<file path="config.mk">
export PLATFORM = sky130hd
export DESIGN_NAME = field_packer
export DESIGN_NICKNAME = d
export VERILOG_FILES = /design/src/rtl/riscv_pkg.sv /design/src/rtl/field_packer_field_mask.sv /design/src/rtl/field_packer.sv
export SDC_FILE = /design/constraint.sdc
export NUM_CORES = 1
export LEC_CHECK = 0
export BUFFER_PORTS_ARGS = -buffer_cell sky130_fd_sc_hd__buf_2
export CORE_MARGIN = 2
export CORE_UTILIZATION = 40
export DETAILED_ROUTE_END_ITERATION = 8
export PLACE_DENSITY = 0.68
export SLEW_MARGIN = 25
export SYNTH_ARGS = -nofsm -noshare
export SYNTH_HDL_FRONTEND = slang
export SYNTH_SLANG_ARGS = --single-unit
</file>
<file path="constraint.sdc">
create_clock -name clk -period 4.1 [get_ports clk]
set_input_delay 0.41 -clock clk [delete_from_list [all_inputs] [get_ports clk]]
set_output_delay 0.41 -clock clk [all_outputs]
set_load 0.05 [all_outputs]
</file>
<file path="src/rtl/riscv_pkg.sv">
// ============================================================================
//  Module      : riscv_pkg
//  Description : Shared datapath definitions: packer FSM state encoding and
//                default field / word widths for the field packer.
//  Revision    : 1.0 - initial release
// ============================================================================
`default_nettype none

package riscv_pkg;

    // Default packer widths (field width, packed word width)
    localparam int PACK_IN_W  = 8;
    localparam int PACK_OUT_W = 16;

    // Packer state: FILL while fewer than a word of bits is held, FULL once
    // a complete word is waiting to be emitted.
    typedef enum logic [0:0] {
        ST_FILL = 1'b0,
        ST_FULL = 1'b1
    } pack_state_t;

endpackage

`default_nettype wire

</file>
<file path="src/rtl/field_packer_field_mask.sv">
// ============================================================================
//  Module      : field_mask
//  Description : Combinational field conditioner. Clamps the field length to
//                IN_W, clears bits at or above the length and left-aligns the
//                surviving bits so the oldest bit sits at the field MSB.
//  Revision    : 1.0 - initial release
// ============================================================================
`default_nettype none

module field_mask #(
    parameter int IN_W  = 8,
    parameter int LEN_W = $clog2(IN_W + 1)
) (
    input  logic [IN_W-1:0]  i_data,
    input  logic [LEN_W-1:0] i_len,
    output logic [IN_W-1:0]  o_field,
    output logic [LEN_W-1:0] o_len
);

    localparam logic [LEN_W-1:0] c_IN_LEN = LEN_W'(IN_W);

    logic [IN_W-1:0] w_mask;

    // Clamp, mask and left-align; a shift by IN_W yields zero, giving a full mask
    always_comb begin
        o_len   = (i_len > c_IN_LEN) ? c_IN_LEN : i_len;
        w_mask  = ~({IN_W{1'b1}} << o_len);
        o_field = (i_data & w_mask) << (c_IN_LEN - o_len);
    end

endmodule

`default_nettype wire

</file>
<file path="src/rtl/field_packer.sv">
// ============================================================================
//  Module      : field_packer
//  Description : Streams variable-width fields into an MSB-first accumulator
//                and emits OUT_W-bit packed words over valid/ready. A flush
//                request zero-pads and emits any partial word.
//                Optional build macro FIELD_PACKER_LEN_CHECK_EN adds a sticky
//                len_err output flagging accepted oversize field lengths.
//  Revision    : 1.0 - initial release
// ============================================================================
`default_nettype none

module field_packer
    import riscv_pkg::*;
#(
    parameter int IN_W  = PACK_IN_W,
    parameter int OUT_W = PACK_OUT_W,
    parameter int LEN_W = $clog2(IN_W + 1)
) (
    input  logic             clk,
    input  logic             rst,
    input  logic [IN_W-1:0]  in_data,
    input  logic [LEN_W-1:0] in_len,
    input  logic             in_valid,
    output logic             in_ready,
    input  logic             flush,
    output logic [OUT_W-1:0] out_data,
    output logic             out_valid,
    input  logic             out_ready
`ifdef FIELD_PACKER_LEN_CHECK_EN
    ,
    output logic             len_err
`endif
);

    // Accumulator holds one word plus the largest possible overflow field
    localparam int                 c_AW      = OUT_W + IN_W;
    localparam int                 c_CNT_W   = $clog2(c_AW);
    localparam logic [c_CNT_W-1:0] c_OUT_CNT = c_CNT_W'(OUT_W);

    pack_state_t        r_state,      w_state_n;
    logic [c_AW-1:0]    r_acc,        w_acc_n;
    logic [c_CNT_W-1:0] r_cnt,        w_cnt_n;
    logic               r_flush_pend, w_flush_pend_n;
    logic               r_in_ready,   w_in_ready_n;
    logic [OUT_W-1:0]   r_out_data,   w_out_data_n;
    logic               r_out_valid,  w_out_valid_n;

    logic [IN_W-1:0]    w_field_al;
    logic [LEN_W-1:0]   w_len_eff;
    logic [c_AW-1:0]    w_ins;
    logic               w_accept;

    field_mask #(
        .IN_W  (IN_W),
        .LEN_W (LEN_W)
    ) u_field_mask (
        .i_data  (in_data),
        .i_len   (in_len),
        .o_field (w_field_al),
        .o_len   (w_len_eff)
    );

    assign w_accept = in_valid & r_in_ready;
    assign w_ins    = {w_field_al, {OUT_W{1'b0}}};

    // Next-state logic: emit in FULL, insert/flush in FILL. Bits below the
    // held count are always zero, so insertion is a plain OR and padding is
    // just a count bump. A word reaches out_valid one edge after the FULL
    // transition, i.e. in the second cycle after the completing handshake.
    always_comb begin
        w_state_n      = r_state;
        w_acc_n        = r_acc;
        w_cnt_n        = r_cnt;
        w_flush_pend_n = r_flush_pend;
        w_out_data_n   = r_out_data;
        w_out_valid_n  = r_out_valid;

        if (r_out_valid && out_ready) begin
            w_out_valid_n = 1'b0;
        end

        if (r_state == ST_FULL) begin
            // Flush while a word waits is deferred to the residue
            if (flush) begin
                w_flush_pend_n = 1'b1;
            end
            if (!r_out_valid || out_ready) begin
                w_out_data_n  = r_acc[c_AW-1 -: OUT_W];
                w_out_valid_n = 1'b1;
                w_acc_n       = r_acc << OUT_W;
                w_cnt_n       = r_cnt - c_OUT_CNT;
                w_state_n     = ST_FILL;
            end
        end else begin
            if (w_accept) begin
                w_acc_n = r_acc | (w_ins >> r_cnt);
                w_cnt_n = r_cnt + c_CNT_W'(w_len_eff);
            end
            // The accepted field (if any) is counted before padding
            if (flush || r_flush_pend) begin
                if (w_cnt_n == '0) begin
                    w_flush_pend_n = 1'b0;
                end else if (w_cnt_n < c_OUT_CNT) begin
                    w_cnt_n        = c_OUT_CNT;
                    w_flush_pend_n = 1'b0;
                end else begin
                    // Field filled a word on its own; pad the residue later
                    w_flush_pend_n = 1'b1;
                end
            end
            w_state_n = (w_cnt_n >= c_OUT_CNT) ? ST_FULL : ST_FILL;
        end

        w_in_ready_n = (w_state_n == ST_FILL) && !w_flush_pend_n;
    end

    // State and registered outputs
    always_ff @(posedge clk) begin
        if (rst) begin
            r_state      <= ST_FILL;
            r_acc        <= '0;
            r_cnt        <= '0;
            r_flush_pend <= 1'b0;
            r_in_ready   <= 1'b0;
            r_out_data   <= '0;
            r_out_valid  <= 1'b0;
        end else begin
            r_state      <= w_state_n;
            r_acc        <= w_acc_n;
            r_cnt        <= w_cnt_n;
            r_flush_pend <= w_flush_pend_n;
            r_in_ready   <= w_in_ready_n;
            r_out_data   <= w_out_data_n;
            r_out_valid  <= w_out_valid_n;
        end
    end

    assign in_ready  = r_in_ready;
    assign out_data  = r_out_data;
    assign out_valid = r_out_valid;

`ifdef FIELD_PACKER_LEN_CHECK_EN
    localparam logic [LEN_W-1:0] c_IN_LEN = LEN_W'(IN_W);

    logic r_len_err;

    // Sticky flag for any accepted oversize length; only reset clears it
    always_ff @(posedge clk) begin
        if (rst) begin
            r_len_err <= 1'b0;
        end else if (w_accept && (in_len > c_IN_LEN)) begin
            r_len_err <= 1'b1;
        end
    end

    assign len_err = r_len_err;
`endif

endmodule

`default_nettype wire

</file>
### Yosys cells after proc, flatten, opt, wreduce, memory -nomap -nowiden

Index checks and enable logic that the tools add are counted.

* reduce and logical (&&, ||, !) cells: 10
* $mul: 0
* muxes and demuxes: 23
* magnitude comparators: 3
* shift-type cells: 3
* div/mod/pow operators: 0
* bitwise operators: 5
* equal/unequal tests: 1
* add/sub/neg operators: 3

Operator list (count)
* $mux 24: 3
* $mux 5: 8
* $or 24x24->24: 1
* $shr 24x5->24: 1
* $mux 1: 11
* $and 8x8->8: 1
* $not 8->8: 1
* $shl 8x4->8: 1
* $shl 8x4->8 const A: 1
* $add 5x4->5: 1
* $ge 5x5->1 const B: 1
* $logic_not 5->1: 1
* $lt 5x5->1 const B: 1
* $sub 5x5->5 const B: 1
* $gt 4x4->1 const B: 1
* $mux 4: 1
* $reduce_and 2->1: 2
* $sub 4x4->4 const A: 1
* $logic_and 1x1->1: 2
* $logic_not 1->1: 2
* $logic_or 1x1->1: 2
* $ne 2x1->1 const B: 1
* $reduce_bool 2->1: 1
* $and 1x1->1: 1
* $not 1->1: 1

* RAM bits: 0
* ROM bits: 0
* input port bits: 17
* latch bits: 0
* output and inout bits: 18
* logic and storage cells: 55
* memories kept: 0
* flip-flop bits (word level): 49

### Logic depth before layout (Yosys ltp)

Gate-level depths: netlist (run 1).

* depth after elaboration: 15
* mapped depth: 13
* mapped depth without buffers: 12

### Cells and area by module

A second synthesis (run 1) with hierarchy kept.

* cells, all modules: 380
* area total of the unflattened synthesis: 3066.7 µm²

Modules (own cells, without submodules)
* field_packer: area an instance 2572.5 µm², sequential area each 980.9 µm², instances 1, cells each 314
* field_mask: area an instance 494.2 µm², sequential area each 0.0 µm², instances 1, cells each 66

### Worst setup path before layout (run 1)

OpenSTA, ideal clock, no wires.

* path kind: input to register
* from: input in_len[3]
* to: register r_acc[18]
* setup time: 0.103 ns
* stages: 12
* slack: 1.077 ns
* data arrival time: 2.920 ns
* required time: 3.997 ns
* buffers on the path: 2
* path through: buf_6 > and2b_4 > inv_1 > ha_1 > ha_1 > clkbuf_1 > inv_1 > a2111oi_2 > a311oi_4 > a21oi_2 > o41ai_2 > a2111oi_2

* cells in the longest elaborated chain, start to end: 10
* elaborated cells on any way between the ends: 11
* classes of those cells: add/sub (1); order compare (1); shift (3); mux (3); bitwise (3)

RTL lines
* from (decl): line field_packer.sv:22 `input logic [LEN_W-1:0] in_len,`
* $gt 4x4->1: line field_packer_field_mask.sv:26 `o_len = (i_len > c_IN_LEN) ? c_IN_LEN : i_len;`
* $mux 4 (*): line field_packer_field_mask.sv:26
* $shl 8x4->8: line field_packer_field_mask.sv:27 `w_mask = ~({IN_W{1'b1}} << o_len);`
* $not 8->8: line field_packer_field_mask.sv:27
* $and 8x8->8: line field_packer_field_mask.sv:28 `o_field = (i_data & w_mask) << (c_IN_LEN - o_len);`
* $shl 8x4->8 (*): line field_packer_field_mask.sv:28
* $shr 24x5->24 (*): line field_packer.sv:96 `w_acc_n = r_acc | (w_ins >> r_cnt);`
* $or 24x24->24 (*): line field_packer.sv:96
* $mux 24 (*): line field_packer.sv:95 `if (w_accept) begin`
* $mux 24 (*): line field_packer.sv:82 `if (r_state == ST_FULL) begin`
* to (signal assigned): line field_packer.sv:129 `r_acc <= w_acc_n;`
* to (decl): line field_packer.sv:41 `logic [c_AW-1:0] r_acc, w_acc_n;`

Every way passes the cells marked *; elsewhere a longest branch is shown, timed or not. The select of a mux whose other input is x is not followed.
A chain may end at the register's enable or synchronous reset.

### Worst setup path after layout (run 1)

* from: input in_len[3]
* to: register r_acc[10]

The elaborated chain is that of the path after synthesis.

==> results of run 1 <==
==> flip-flops by register name, summed over array words and instances (netlist names) <==
signal and count:
r_acc 24, out_data 16, r_cnt 5, in_ready 1, out_valid 1, r_flush_pend 1, r_state 1
==> worst register-to-register path: cells and delay by family, from the launching register on <==
kind	cells	cell delay (ps)
AOI/OAI and AO/OA	3	510
adders and majority gates	1	470
buffers and inverters	1	340
DFF	1	650
and+or+nand+nor	3	750
==> metrics by stage <==
step | worst slack (ps) | power, W | instances
2_1_floorplan | 1080 | 0.00111 | 421
3_3_place_gp | 542 | 0.00128 | 533
3_5_place_dp | 579 | 0.00128 | 533
4_1_cts | 871 | 0.00164 | 541
5_1_grt | 548 | 0.00173 | 541
6_report | 781 | 0.00164 | 541
==> power by group <==
| part | switching [W] | total [W] | leakage (nW) | internal, W |
|---|---|---|---|---|
| clock | 0.000160 | 0.000359 | 0.0585 | 0.000199 |
| sequential | 0.0000826 | 0.000620 | 0.397 | 0.000537 |
| combinational | 0.000462 | 0.000662 | 0.844 | 0.000200 |
| total | 0.000705 | 0.00164 | 1.30 | 0.000937 |
==> worst min path at each step <==
| stage | startpoint | slack [ps] | to | depth (start not counted) |
|---|---|---|---|---|
| after floorplan | r_acc[15] | 420 | r_acc[15] | 2 |
| after global placement | out_data[8] | 440 | out_data[8] | 2 |
| after detailed placement | r_acc[0] | 440 | r_acc[0] | 2 |
| after CTS | flush | 420 | r_flush_pend | 3 |
| after global routing | out_data[9] | 470 | out_data[9] | 2 |
| final | flush | 420 | r_flush_pend | 3 |
==> cell families (layout without fill, tap and decap cells) <==
kind of cell	count (synthesis)	count (layout)	synth area share
xor+xnor	3	3	0.00821
compound gates	150	150	0.339
buf+inv	45	63	0.0598
fa+ha+maj	7	7	0.0297
mux	1	1	0.00352
simple gates	166	166	0.253
flops	49	49	0.307
==> cells in the mapped netlist, types with 3 or more instances <==
| cell type | n |
|---|---|
| nand3_1 | 17 |
| nand4_1 | 7 |
| a22oi_1 | 3 |
| a32oi_1 | 4 |
| o211ai_1 | 4 |
| clkbuf_1 | 21 |
| o31a_1 | 3 |
| a221oi_1 | 3 |
| o21ai_0 | 21 |
| a31oi_1 | 14 |
| a311oi_1 | 6 |
| a211oi_1 | 6 |
| nor2_1 | 35 |
| o31ai_1 | 7 |
| o21ai_1 | 4 |
| ha_1 | 6 |
| nor3_1 | 18 |
| and3_1 | 3 |
| dfxtp_1 | 49 |
| nand2_1 | 56 |
| inv_1 | 14 |
| o22ai_1 | 4 |
| a21oi_1 | 40 |
| nor4_1 | 5 |
| buf_2 | 3 |
| nand2b_1 | 4 |
==> area by class of cell <==
| type | instances | area share |
|---|---|---|
| flip-flops and latches | 49 | 0.279 |
| well taps | 102 | 0.0363 |
| inverters | 16 | 0.0171 |
| repair buffers | 39 | 0.0590 |
| clock buffers | 7 | 0.0245 |
| multi-input cells | 327 | 0.576 |
| clock inverters | 1 | 0.00853 |
==> layer usage <==
metal,global-route usage,vias to the layer above
met5,0,-
met1,0.313,1582
met3,0.0306,14
met4,0.0588,0
met2,0.348,118
li1,-,1622
==> reports/qor.csv, run 1 <==
metric,value,unit
die_w,93.4,um
top_layer_used,met4,
yosys.area.top_type,dfxtp_1,
numPortBuffers,34,
synth_flop_cell,dfxtp_1,
antenna_cells,0,
leakagePower,1.30,nW
final_cell_mix,"nand2_1, dfxtp_1, a21oi_1",
cp-start-kind,input pin,
synth_async_sr_flop_share,0,
fillers,794,
drt_iter0_drc,244,
crit_fanout,20,
outcome,completed,
fin_util,0.455,
ys_ff_latch,49,
ir_drop,0.200,mV
fin_crit_sh,0.809,
r2r_cells,8,
synth_edf_count,0,
postCtsSetupBuffers,0,
r2r_slack,1230,ps
cp_data_arrival_time,3480,ps
synth_cells,421,
cts_resized,0,
placed_cell_area,0.00340,mm^2
cts_buffers,5,
whs,417,ps
crit_path_end,r_acc[10],
place_congestion,0.948,
clk_path_buf_depth,2,
wl_met1,4500,um
yosysWarnings,0,
num-nets-final,462,
yosysSeqAreaShare,0.307,
clk_pin_slew_worst_paths,90,ps
drtAntennaViolNets,0,
die-area,0.00873,mm^2
relSlewSlack,0.502,
critPathTopFamily,compound AO/OA/AOI/OAI gates,
dr_wl_met3,511,um
fin_skew,2.86,ps
via_count,3336,
crit_cells,12,
drc,0,
seqCellArea,981,um^2
crit_type,input pin to flop,
die_h,93.4,um
mostFrequentLayoutCell,nand2_1,
multi_input_area,0.00203,mm^2
grt_first_pass_wirelength,15400,um
start_util,0.414,
avgRoutedWirePerCell,17.7,um
synth_top_area_frac,0.307,
syn-num-nets,445,
clockRootBuffer,clkbuf_8,
hold_buffers,0,
syn_area,0.00320,mm^2
cp-end-kind,flop,
r2r-end,r_cnt[4],
yosys.cell_types.count,74,
grt_max_degree,39,
min_period,3320,ps
clkSinkCount,49,
drive_above_1_share,0.155,
powerDensity,466,mW/mm^2
core_area,0.00773,mm^2
path_common_cell,ha_1,
crit_buf_inv,2,
hpwl,6970,um
hold_path_class,input pin to flop,
ioPinCount,35,
cp_data_required_time,4260,ps
finalWirelength,9550,um
hold_viol,0,
crit_chain,buf_2 -> and2b_4 -> inv_1 -> ha_1 -> ha_1 -> and4bb_2 -> a221oi_2 -> nor2_1 -> a31oi_1 -> a21oi_1 -> o31ai_1 -> a211oi_1,
wl_met2,4390,um
timing.max_cap.violations,0,
worstMarginPinSlew,741,ps
r2r_start,r_cnt[0],
setup_violations,0,
num_rows,32,
grt_usage,0.220,
h-tree-depth,2,
cp-startpoint,in_len[3],
insertion_delay,300,ps
cts_tree,yes,
cpPeakStageDelay,480,ps
cp_slowest_cell,a221oi_2,
clock.fmax,0.301,GHz
rsz0062_at_grt,no,
routed_via_density,6.17,
firstDrtPassIters,5,
slew_violations,0,
antenna_found_initial,0,
grt_pass1_vias,3024,
synth_area_per_cell,7.60,um^2
synthTopCellsByArea,"dfxtp_1, nand2_1, a21oi_1",
setup_tns,0,ps
final_cell_area,0.00352,mm^2
area_growth,10.0,%
gr-total-overflow,0,
No activity file was read; power rests on OpenSTA's default activity.
==> run 2, diff against run 1 <==
Settings changed: PLACE_DENSITY 0.68 to 0.7.
Clock period 4.1 ns to 2.7 ns, I/O delays scaled along.
==> run 2 against run 1 <==
Against the previous run:
- combinational power rose by 68%
- sequential cell count is the same
- setup slack worse by 610 ps
- via count up 6.5%
- clock-buffer cell count stayed put
- sequential share of layout area decreased by 2.5 points
- global-route usage up 1.4 points
==> reports/qor.csv, run 2 (same netlist as run 1, synthesis figures left out) <==
metric,value,unit,change
worstMarginPinSlew,821,ps,was 741 ps
final_cell_area,0.00387,mm^2,was 0.00352 mm^2
drive_above_1_share,0.250,,was 0.155
crit_buf_inv,3,,was 2
fin_skew,5.29,ps,was 2.86 ps
crit_fanout,4,,was 20
gr-total-overflow,0,,unchanged
cp-end-kind,flop,,unchanged
cts_tree,yes,,unchanged
antenna_found_initial,0,,unchanged
drt_iter0_drc,285,,was 244
cp_data_required_time,2890,ps,was 4260 ps
hold_path_class,input pin to flop,,unchanged
die_h,93.4,um,unchanged
largest_reg_flops,24,,unchanged
firstDrtPassIters,5,,unchanged
ioPinCount,35,,unchanged
clockRootBuffer,clkbuf_8,,unchanged
clock.fmax,0.395,GHz,
cp_data_arrival_time,2720,ps,was 3480 ps
outcome,completed,,unchanged
setup_violations,0,,unchanged
cts_buffers,5,,unchanged
h-tree-depth,2,,unchanged
critPathTopFamily,simple AND/OR/NAND/NOR gates,,was compound AO/OA/AOI/OAI gates
numPortBuffers,34,,unchanged
crit_chain,buf_2 -> and2b_4 -> inv_2 -> ha_1 -> ha_2 -> nor2_1 -> and3_1 -> buf_4 -> a32oi_1 -> and3_1 -> a311o_1 -> nor3_1 -> o31a_1,,was buf_2 -> and2b_4 -> inv_1 -> ha_1 -> ha_1 -> and4bb_2 -> a221oi_2 -> nor2_1 -> a31oi_1 -> a21oi_1 -> o31ai_1 -> a211oi_1
regMostFlops,r_acc,,unchanged
clk_path_buf_depth,2,,unchanged
core_area,0.00773,mm^2,unchanged
total_power,0.00249,W,was 0.00164 W
hold_buffers,0,,unchanged
min_period,2530,ps,
avgRoutedWirePerCell,17.2,um,was 17.7 um
post-place-ws,-198,ps,was 579 ps
die_w,93.4,um,unchanged
antenna_cells,0,,unchanged
fin_crit_sh,0.937,,
ir_drop,0.307,mV,was 0.200 mV
setup_tns,0,ps,unchanged
finalWirelength,10000,um,was 9550 um
cp-start-kind,input pin,,unchanged
insertion_delay,300,ps,about the same
rsz0062_at_grt,no,,unchanged
whs,278,ps,was 417 ps
cp_slowest_cell,ha_2,,was a221oi_2
grt_max_degree,38,,was 39
routed_via_density,6.10,,was 6.17
die-area,0.00873,mm^2,unchanged
slew_violations,0,,unchanged
grt_pass1_vias,3356,,was 3024
mostFrequentLayoutCell,nand2_1,,unchanged
path_common_cell,and3_1,,was ha_1
crit_type,input pin to flop,,unchanged
drc,0,,unchanged
start_util,0.414,,unchanged
drtAntennaViolNets,0,,unchanged
num-nets-final,504,,was 462
placed_cell_area,0.00374,mm^2,was 0.00340 mm^2
grt_usage,0.234,,was 0.220
powerDensity,643,mW/mm^2,was 466 mW/mm^2
place_congestion,1.01,,was 0.948
area_growth,21.0,%,was 10.0%
grt_first_pass_wirelength,16600,um,was 15400 um
num_rows,32,,unchanged
timing.max_cap.violations,0,,unchanged
relSlewSlack,0.449,,was 0.502
via_count,3553,,was 3336
final_cell_mix,"nand2_1, dfxtp_1, buf_4",,"was nand2_1, dfxtp_1, a21oi_1"
leakagePower,1.50,nW,was 1.30 nW
cpPeakStageDelay,380,ps,was 480 ps
clkSinkCount,49,,unchanged
clk_pin_slew_worst_paths,90,ps,about the same
hpwl,7410,um,was 6970 um
hold_viol,0,,unchanged
fin_ws,169,ps,was 781 ps
## run 2: cell count changes in the layout (fill, tap and decap cells not counted), moves of 2 or more
cell and delta:
nor3_1 -2, a21oi_2 +2, buf_4 +42, nor3_2 +2, a221oi_1 -2, a21oi_1 -2
## run 2: final timing paths
check / start / slack, ps / end / depth (start not counted)
min: flush / 280 / r_flush_pend / 3
max reg2reg: r_cnt[1] / 410 / r_cnt[0] / 8
max: in_len[3] / 170 / r_acc[21] / 13
min reg2reg: out_data[13] / 450 / out_data[13] / 2
## run 2: metrics by stage
step / utilization / cells
2_1_floorplan: - / 421
4_1_cts: 0.495 / 582
3_5_place_dp: 0.484 / 575
5_1_grt: 0.501 / 582
6_report: 0.501 / 582
3_3_place_gp: 0.484 / 575
## run 2: layout make-up
type	count	area (um^2)
clock buffer	7	86.3
fill	752	3860
inverter	16	60.1
multi-input combinational	327	2090
sequential	49	981
tap	102	128
timing repair buffer	81	523
## run 2: report_power, final
part	internal, W	switching, W	leakage, nW	total, W
registers	0.000816	0.000124	0.397	0.000940
logic	0.000378	0.000733	1.06	0.00111
clock network	0.000204	0.000233	0.0443	0.000437
## run 2: tightest hold or removal path, stage by stage
cell and delay, ps:
buf_2 90, nor2_1 50, nor3_1 110
## run 2: repair_timing
action	in CTS	in global routing
resized for setup	0	7
endpoints found under the setup margin	0	18
buffers inserted	0	0
## run 2: layer usage
| layer | vias up | wire length, um | part of all wire | global-route usage |
|---|---|---|---|---|
| met5 | - | 0 | 0 | 0 |
| met4 | 0 | 198 | 0.020 | 0.0515 |
| met3 | 28 | 726 | 0.072 | 0.0451 |
| met2 | 148 | 4480 | 0.45 | 0.371 |
| met1 | 1691 | 4620 | 0.46 | 0.330 |
| li1 | 1686 | - | - | - |
==> run 3, diff against run 2 <==
Settings changed: ABC_AREA set to 1, CAP_MARGIN set to 20, GPL_ROUTABILITY_DRIVEN set to 1.
==> run 3 against run 2 <==
Against the previous run:
- first-iteration DRC count shrank 37%
- via count shrank 11%
- final cell count grew 4.8%
- fmax grew 12%
- largest power group unchanged
==> reports/qor.csv, run 3 <==
metric,value,unit,change
relSlewSlack,0.585,,was 0.449
leakagePower,1.55,nW,was 1.50 nW
clk_pin_slew_worst_paths,90,ps,about the same
wl_met1,3720,um,was 4620 um
firstDrtPassIters,5,,unchanged
top_layer_used,met4,,unchanged
regMostFlops,r_acc,,unchanged
hpwl,6050,um,was 7410 um
grt_pass1_vias,3054,,was 3356
yosysSeqAreaShare,0.311,,was 0.307
ir_drop,0.500,mV,was 0.307 mV
worstMarginPinSlew,621,ps,was 821 ps
slew_violations,0,,unchanged
hold_buffers,0,,unchanged
numPortBuffers,34,,unchanged
cp_data_required_time,2940,ps,was 2890 ps
cp_data_arrival_time,2490,ps,was 2720 ps
place_inst,602,,was 575
synth_cells,474,,was 421
setup_tns,0,ps,unchanged
fin_skew,4.74,ps,was 5.29 ps
cp-end-kind,flop,,unchanged
cp-startpoint,in_len[3],,unchanged
area_growth,11.6,%,was 21.0%
crit_path_end,r_acc[1],,was r_acc[21]
gr-total-overflow,0,,unchanged
num-nets-final,531,,was 504
yosysWarnings,0,,unchanged
hold_viol,0,,unchanged
largest_reg_flops,24,,unchanged
post-place-ws,99.8,ps,was -198 ps
antenna_cells,0,,unchanged
crit_type,input pin to flop,,unchanged
yosys.area.top_type,dfxtp_1,,unchanged
final_cell_mix,"nand2_1, nor2_1, dfxtp_1",,"was nand2_1, dfxtp_1, buf_4"
place_congestion,0.923,,was 1.01
fin_crit_sh,0.835,,was 0.937
die_w,92.8,um,was 93.4 um
drt_iter0_drc,180,,was 285
finalNonFillerCells,610,,was 582
routed_via_density,5.21,,was 6.10
via_count,3177,,was 3553
finalWirelength,7860,um,was 10000 um
die_h,92.8,um,was 93.4 um
start_util,0.410,,was 0.414
grt_usage,0.193,,was 0.234
clk_path_buf_depth,2,,unchanged
cts_buffers,5,,unchanged
hold_path_class,input pin to flop,,unchanged
yosys.cell_types.count,36,,was 74
r2r_cells,11,,was 8
crit_fanout,9,,was 4
synth_most_common_cell,nand2_1,,unchanged
min_period,2250,ps,was 2530 ps
synth_async_sr_flop_share,0,,unchanged
synth_flop_cell,dfxtp_1,,unchanged
syn-num-nets,498,,was 445
wl_met2,3710,um,was 4480 um
total_power,0.00290,W,was 0.00249 W
fin_ws,447,ps,was 169 ps
ys_ff_latch,49,,unchanged
die-area,0.00861,mm^2,was 0.00873 mm^2
dr_wl_met3,314,um,was 726 um
drive_above_1_share,0.193,,was 0.250
outcome,completed,,unchanged
insertion_delay,310,ps,was 300 ps
r2r_slack,540,ps,was 410 ps
ioPinCount,35,,unchanged
cts_tree,yes,,unchanged
r2r_start,r_cnt[0],,was r_cnt[1]
core_area,0.00769,mm^2,was 0.00773 mm^2
drtAntennaViolNets,0,,unchanged
timing.max_cap.violations,0,,unchanged
r2r-end,r_cnt[2],,was r_cnt[0]
setup_violations,0,,unchanged
synth_edf_count,0,,unchanged
postCtsSetupBuffers,0,,unchanged
num_rows,32,,unchanged
avgRoutedWirePerCell,12.9,um,was 17.2 um
h-tree-depth,2,,unchanged
synth_area_per_cell,6.65,um^2,was 7.60 um^2
powerDensity,825,mW/mm^2,was 643 mW/mm^2
mostFrequentLayoutCell,nand2_1,,unchanged
clock.fmax,0.444,GHz,was 0.395 GHz
cts_resized,0,,unchanged
grt_first_pass_wirelength,13800,um,was 16600 um
grt_max_degree,25,,was 38
antenna_found_initial,0,,unchanged
synth_top_area_frac,0.311,,was 0.307
clkSinkCount,49,,unchanged
rsz0062_at_grt,no,,unchanged
drc,0,,unchanged
clockRootBuffer,clkbuf_8,,unchanged
syn_area,0.00315,mm^2,was 0.00320 mm^2
synthTopCellsByArea,"dfxtp_1, nand2_1, nand3_1",,"was dfxtp_1, nand2_1, a21oi_1"
synth_common_cells,"nand2_1, nor2_1, dfxtp_1, nand3_1, o21ai_0",,"was nand2_1, dfxtp_1, a21oi_1, nor2_1"
cp-start-kind,input pin,,unchanged
-- run 3: layout make-up --
type / count / area (um^2)
Timing Repair Buffer: 47 / 268
Inverter: 47 / 184
Tap cell: 102 / 128
Clock inverter: 2 / 13.8
Sequential cell: 49 / 981
Clock buffer: 6 / 72.6
Multi-Input combinational cell: 357 / 1870
Fill cell: 826 / 4170
-- run 3: report_power, final --
group / internal, W / switching [W]
clock: 0.000185 / 0.000261
combinational: 0.000416 / 0.00104
sequential: 0.000893 / 0.000102
total: 0.00149 / 0.00141
-- run 3: worst min-delay path by stage --
stage,start,end,depth (start not counted)
after floorplan,r_acc[8],out_data[0],2
after global placement,r_acc[0],r_acc[0],2
after detailed placement,r_acc[0],r_acc[0],2
after CTS,out_ready,out_valid,4
after global routing,out_ready,out_valid,4
final,out_ready,out_valid,4
-- run 3: worst max-delay path: stages --
cell      delay, ps
buf_2           180
nor2_1          260
inv_1            70
ha_1            200
ha_1            210
a21boi_4        180
nand3_2         100
nor2_1          190
nand2_1         100
nor3_1          280
nand2_1         100
a21oi_1         150
a21oi_1          60
a21oi_1         140
-- run 3: through the flow --
stage          utilization  hold WS [ps]  instance area [um^2]
3_5_place_dp         0.447           459                  3430
6_report             0.458           258                  3520
3_3_place_gp         0.447           442                  3430
5_1_grt              0.458           279                  3520
2_1_floorplan            -           430                  3150
4_1_cts              0.458           261                  3520
-- run 3: kinds of logic (layout without fill, tap and decap cells) --
| logic type | count (synthesis) | after routing | share of synthesized area |
|---|---|---|---|
| AOI/OAI and AO/OA | 107 | 107 | 0.187 |
| buffers and inverters | 68 | 102 | 0.0948 |
| adders and majority gates | 7 | 7 | 0.0302 |
| xor gates and xnor gates | 3 | 3 | 0.00833 |
| DFF | 49 | 49 | 0.311 |
| and+or+nand+nor | 240 | 240 | 0.369 |
-- run 3: per-layer routing --
layer	vias to the layer above	GRT usage
li1	1634	-
met1	1457	0.253
met2	78	0.329
met3	8	0.0293
met4	0	0.0539
met5	-	0
